<file path="src/rtl/kid_motion.sv">
// Kid player controller: walk, gravity, multi-jump with variable height, screen limits,
// and a registered per-pixel sprite hit test. Define KID_WRAP_EN for horizontal wrap-around.
module kid_motion #(
  parameter int SCREEN_W  = 640,
  parameter int KID_W     = 16,
  parameter int KID_H     = 16,
  parameter int FLOOR_Y   = 448,
  parameter int START_X   = 32,
  parameter int WALK_V    = 2,
  parameter int JUMP_V    = 8,
  parameter int GRAVITY   = 1,
  parameter int MAX_FALL  = 9,
  parameter int MAX_JUMPS = 2
) (
  input  logic        clk,
  input  logic        rst_n,
  input  logic        update_tick,
  input  logic [3:0]  keys,
  input  logic [9:0]  col,
  input  logic [9:0]  row,
  output logic        is_kid,
  output logic [11:0] kid_rgb,
  output logic [9:0]  kid_x,
  output logic [9:0]  kid_y,
  output logic        on_ground,
  output logic [2:0]  jumps_left
);

  typedef enum logic {GROUND, AIR} state_t;

  localparam logic signed [10:0] Y_GND   = 11'(FLOOR_Y - KID_H);
  localparam logic signed [10:0] X_MAX   = 11'(SCREEN_W - KID_W);
  localparam logic signed [10:0] X_START = 11'(START_X);
  localparam logic signed [10:0] X_STEP  = 11'(WALK_V);
  localparam logic signed [7:0]  VY_JUMP = 8'(-JUMP_V);
  localparam logic signed [7:0]  VY_GRAV = 8'(GRAVITY);
  localparam logic signed [7:0]  VY_MAXF = 8'(MAX_FALL);
  localparam logic [2:0]         JL_MAX  = 3'(MAX_JUMPS);
  localparam logic [10:0]        W_SPR   = 11'(KID_W);
  localparam logic [10:0]        H_SPR   = 11'(KID_H);

  state_t             r_state, w_state;
  logic signed [10:0] r_x, r_y, w_x, w_y;
  logic signed [5:0]  r_vy, w_vy;
  logic [2:0]         r_jl, w_jl;
  logic               r_key_q, r_jump_pend, r_rel_pend;
  logic               r_is_kid;
  logic [11:0]        r_rgb;

  logic               w_rise, w_fall, w_jump, w_rel;
  logic signed [7:0]  w_vy_t;
  logic signed [10:0] w_y_t, w_x_t;
  logic [10:0]        w_xu, w_yu, w_col, w_row;
  logic               w_hit;

  // An edge arriving on the tick clock itself is honoured rather than lost.
  assign w_rise = keys[1] & ~r_key_q;
  assign w_fall = ~keys[1] & r_key_q;
  assign w_jump = r_jump_pend | w_rise;
  assign w_rel  = r_rel_pend | w_fall;

  always_ff @(posedge clk or negedge rst_n) begin
    if (!rst_n) begin
      r_state     <= GROUND;
      r_x         <= X_START;
      r_y         <= Y_GND;
      r_vy        <= '0;
      r_jl        <= JL_MAX;
      r_key_q     <= 1'b0;
      r_jump_pend <= 1'b0;
      r_rel_pend  <= 1'b0;
    end else begin
      r_state <= w_state;
      r_x     <= w_x;
      r_y     <= w_y;
      r_vy    <= w_vy;
      r_jl    <= w_jl;
      r_key_q <= keys[1];
      if (update_tick) begin
        r_jump_pend <= 1'b0;
        r_rel_pend  <= 1'b0;
      end else begin
        r_jump_pend <= r_jump_pend | w_rise;
        r_rel_pend  <= r_rel_pend | w_fall;
      end
    end
  end

  always_comb begin
    w_state = r_state;
    w_x     = r_x;
    w_y     = r_y;
    w_vy    = r_vy;
    w_jl    = r_jl;
    w_vy_t  = {{2{r_vy[5]}}, r_vy};
    w_y_t   = r_y;
    w_x_t   = r_x;
    if (update_tick) begin
      if (keys[3]) begin
        w_state = GROUND;
        w_x     = X_START;
        w_y     = Y_GND;
        w_vy    = '0;
        w_jl    = JL_MAX;
      end else begin
        if (w_jump && (r_jl != '0)) begin
          w_vy_t  = VY_JUMP;
          w_jl    = r_jl - 3'd1;
          w_state = AIR;
        end else if (r_state == AIR) begin
          if (w_rel && w_vy_t[7])
            w_vy_t = -((-w_vy_t) >>> 1);
          w_vy_t = w_vy_t + VY_GRAV;
          if (w_vy_t > VY_MAXF)
            w_vy_t = VY_MAXF;
        end
        w_y_t = r_y + {{3{w_vy_t[7]}}, w_vy_t};
        w_y   = w_y_t;
        w_vy  = w_vy_t[5:0];
        if (w_y_t >= Y_GND) begin
          w_y     = Y_GND;
          w_vy    = '0;
          w_state = GROUND;
          w_jl    = JL_MAX;
        end else if (w_y_t[10]) begin
          w_y  = '0;
          w_vy = '0;
        end
        if (keys[0] && !keys[2]) begin
          w_x_t = r_x - X_STEP;
`ifdef KID_WRAP_EN
          w_x = w_x_t[10] ? X_MAX : w_x_t;
`else
          w_x = w_x_t[10] ? '0 : w_x_t;
`endif
        end else if (keys[2] && !keys[0]) begin
          w_x_t = r_x + X_STEP;
`ifdef KID_WRAP_EN
          w_x = (w_x_t > X_MAX) ? '0 : w_x_t;
`else
          w_x = (w_x_t > X_MAX) ? X_MAX : w_x_t;
`endif
        end
      end
    end
  end

  assign w_xu  = r_x;
  assign w_yu  = r_y;
  assign w_col = {1'b0, col};
  assign w_row = {1'b0, row};
  assign w_hit = (w_col >= w_xu) && (w_col < w_xu + W_SPR) &&
                 (w_row >= w_yu) && (w_row < w_yu + H_SPR);

  always_ff @(posedge clk or negedge rst_n) begin
    if (!rst_n) begin
      r_is_kid <= 1'b0;
      r_rgb    <= '0;
    end else begin
      r_is_kid <= w_hit;
      r_rgb    <= w_hit ? ((r_state == GROUND) ? 12'hFFF : 12'hFC0) : '0;
    end
  end

  assign is_kid     = r_is_kid;
  assign kid_rgb    = r_rgb;
  assign kid_x      = r_x[9:0];
  assign kid_y      = r_y[9:0];
  assign on_ground  = (r_state == GROUND);
  assign jumps_left = r_jl;

endmodule

</file>
<file path="config.mk">
export PLATFORM = sky130hd
export DESIGN_NAME = kid_motion
export DESIGN_NICKNAME = d
export VERILOG_FILES = /design/src/rtl/kid_motion.sv
export SDC_FILE = /design/constraint.sdc
export NUM_CORES = 1
export LEC_CHECK = 0
export ABC_AREA = 1
export BUFFER_PORTS_ARGS = -buffer_cell sky130_fd_sc_hd__buf_2
export CORE_ASPECT_RATIO = 0.9
export CORE_UTILIZATION = 50
export DETAILED_ROUTE_END_ITERATION = 10
export PLACE_DENSITY = 0.72
export REMOVE_ABC_BUFFERS = 1
export SLEW_MARGIN = 5
export SYNTH_ARGS = -nofsm -noshare
export SYNTH_HDL_FRONTEND = slang
export SYNTH_SLANG_ARGS = --single-unit
</file>
<file path="constraint.sdc">
create_clock -name clk -period 4.8 [get_ports clk]
set_input_delay 0.24 -clock clk [delete_from_list [all_inputs] [get_ports clk]]
set_output_delay 0.24 -clock clk [all_outputs]
set_load 0.005 [all_outputs]
</file>
==> impl_results.md <==
- Via count: about 3.8k
- Rel. slew slack: 47.4%
- TritonCTS clock tree: done
- Number of max-cap violations: 0
- Antenna Cells: 0
- Root buf cell: clkbuf_8
- Placed cell count: 703
- Maximum number of pins on one net before global-route repair: 36
- Crit path arrival time: 4.62 ns
- Post-Syn Instances: 573
- Crit path buf inv count: 6
- Min-delay worst type: in2async
- Pwr per Cell Area: between 600 and 700 nW/µm²
- Run status: completed
- CTS Buf Count: 5
- Post-Layout Cell Count: 718
- IO Count: 64
- Final nets: between 700 and 800
- Yosys top cell by area: dfrtp_1
- Data required time of the critical path: ~5.0 ns
- Largest stage delay, worst path: 0.41 ns
- Final Cycle Share: approximately 93%
- Num Clock Sinks: 35
- First-pass GRT wire length: 15600 µm
- Worst-path maximum fanout: 5
- Hold Fails Final Rpt: 0
- Port bufs: 61
- Fin Setup TNS: 0 ns
- TritonRoute pass-1 iters: 5
- Share of cells above drive strength 1: 19.6%
- Antenna Nets Post-Route: 0
- RSZ-0062 raised after global routing: no
- Core region area: 7660 µm²
- FFs w/ async S/R, synth: 100%
- Most Used Layer, Global Route: met2
- Total Routed Length: 9450 µm
- Dpl ws: between 0.07 and 0.08 ns
- YS warnings: 0
- Cell family with most CP delay: simple AND/OR/NAND/NOR gates
- # rows: 30
- Static leakage: 2.51 nW
- Initial DRC count: approximately 330
- Clk buf depth: 2
- Gr usage total: between 20% and 30%
- Synth unique cells: 49
- Pins Over Slew Limit: 0
- Main synth FF type: dfrtp_1
- GP Congestion: 0.901
- CTS HTree Levels: 2
- Share of the synthesized area in the top cell type: 18.1%
- Post-route DRC: 0
- CTS Hold Bufs: 0
- Average size of a mapped cell: between 6 and 7 µm²
- Sequential fraction of the synthesis area: 22.1%
- Min Tclk post-route: 4.46 ns
- Setup violators final: 0
- Synth Cell Area: 4000 µm²
- Die X: about 96 µm
- Overflow after GRT: 0
- Initial antenna violation count: 0
- DR vias/cell: 5.32
- Detail Placement HPWL: 7590 µm
- Final instance area: roughly 4500 µm²
- Critical path startpoint category: flip-flop
- EDFF count, synth: 0
- Worst slew pin tran: between 0.7 and 0.8 ns
- Synth Register Bits: 35
- GR Util met1: between 30% and 40%
- Worst path slowest cell: dfrtp_1
- Setup CP Type: reg2reg
- Setup crit end kind: flip-flop
- Area Growth Syn to Fin: 12.2%
- Synth top area cells: dfrtp_1, ha_1, nand2_1
- Number of global-route vias before repair: 3450
- Most used cell, CP: nand2_1
- Initial Utilization: 52.2%
- DR WL/cell: 13.2 µm
- Worst Clk Skew: 0.0101 ns
- Placed instance area: 4240 µm²
- Latest clock arrival within the worst-skew pair: 0.29 ns
- Met2 GRT Util: 37.7%
- GR Util met3: 3.05%
- Core Util, Final: 58.6%
- Fmax: 224 MHz
- DIE AREA: 8360 µm²
- Clk slew on worst S/H paths: 0.08 ns
- Max VDD drop: 0.245 mV
- Final WS setup: around 0.34 ns
- Die Y: just under 90 µm
==> report_power, final <==
part / switching (mW) / internal (mW) / total, mW
Sequential: 0.133 / 0.390 / 0.523
Combinational: 1.18 / 0.765 / 1.94
Clock: 0.115 / 0.207 / 0.322
Total: 1.42 / 1.36 / 2.79
==> cells by family after synthesis <==
family                   Yosys count  synth area share [%]
XOR/XNOR                          28                  6.13
flip-flops                        35                  22.1
buffers and inverters            116                  13.3
AND/OR/NAND/NOR                  247                  27.4
AO/OA/AOI/OAI                     92                  14.0
other                              1                0.0937
adder cells (fa/ha/maj)           54                  17.1
==> repair_timing <==
item | 4_1_cts | 5_1_grt
setup buffers | 0 | 7
setup endpoints to repair | 0 | 19
resized for setup | 0 | 18
==> routing by layer <==
| metal | up-vias | part of all wire [%] |
|---|---|---|
| met4 | 0 | 1.1 |
| met2 | 108 | 45 |
| met3 | 9 | 5.1 |
| li1 | 1953 | - |
| met1 | 1751 | 48 |
| met5 | - | 0 |
==> through the flow <==
stage                     total power [mW]  hold WS, ns
after floorplan                       1.87      -0.0556
after global placement                2.29        0.360
after detailed placement              2.34        0.370
after CTS                             2.67       0.0582
after global routing                  3.07       0.0633
final                                 2.79       0.0231
==> path summary, 6_finish.rpt <==
check,startpoint,endpoint,slack (ns),cells after the start
max,r_vy[0]$_DFFE_PN0P_,r_y[2]$_DFFE_PN0P_,0.34,34
min,rst_n,r_y[9]$_DFFE_PN0P_,0.02,1
max reg2reg,r_vy[0]$_DFFE_PN0P_,r_y[2]$_DFFE_PN0P_,0.34,34
min reg2reg,jumps_left[1]$_DFFE_PN1P_,jumps_left[1]$_DFFE_PN1P_,0.49,2
max in group asynchronous,rst_n,r_y[2]$_DFFE_PN0P_,4.27,1
min in group clk,keys[1],r_key_q$_DFF_PN0_,0.07,1
==> synth_stat cells, types with 2 or more instances <==
cell type	count
nand2_1	126
inv_1	83
ha_1	53
nor2_1	45
nand3_1	41
a21oi_1	30
dfrtp_1	29
xor2_1	25
buf_4	22
o21ai_0	21
nand2_2	14
o22ai_1	11
dfstp_2	6
nor3_1	6
a21o_1	5
clkbuf_1	4
o21ai_1	4
o21a_1	3
o32ai_1	3
xnor2_1	3
a31oi_1	2
clkinv_1	2
nand3_2	2
nand3b_1	2
nand4_1	2
nor2_4	2
nor4_1	2
o2111ai_1	2
o221ai_1	2
or2_2	2
==> area by class of cell <==
type / count / area [µm²]
repair buffers: 70 / 373
inverters: 87 / 332
multi-input cells: 422 / 2640
flip-flops and latches: 35 / 883
fillers: 737 / 3170
clock buffers: 5 / 68.8
well taps: 96 / 120
clock inverters: 3 / 67.6
==> flip-flops by register name, indices dropped and copies added, names as in the netlist <==
signal and flops:
r_vy 6, r_rel_pend 1, r_state 1, r_key_q 1, kid_rgb 2, r_jump_pend 1, r_x 10, jumps_left 3
r_y 10
==> cell usage in the layout (no fill, tap or decap), drive strengths merged, types with 3 or more instances in the layout <==
cell type and instances:
nand2 141, inv 85, buf 70, ha 53, nor2 47, nand3 44, a21oi 31, dfrtp 29
o21ai 26, xor2 25, o22ai 11, nor3 6, dfstp 6, a21o 5, clkbuf 5, xnor2 3
o21a 3, o32ai 3
No activity file was read; power rests on OpenSTA's default activity.
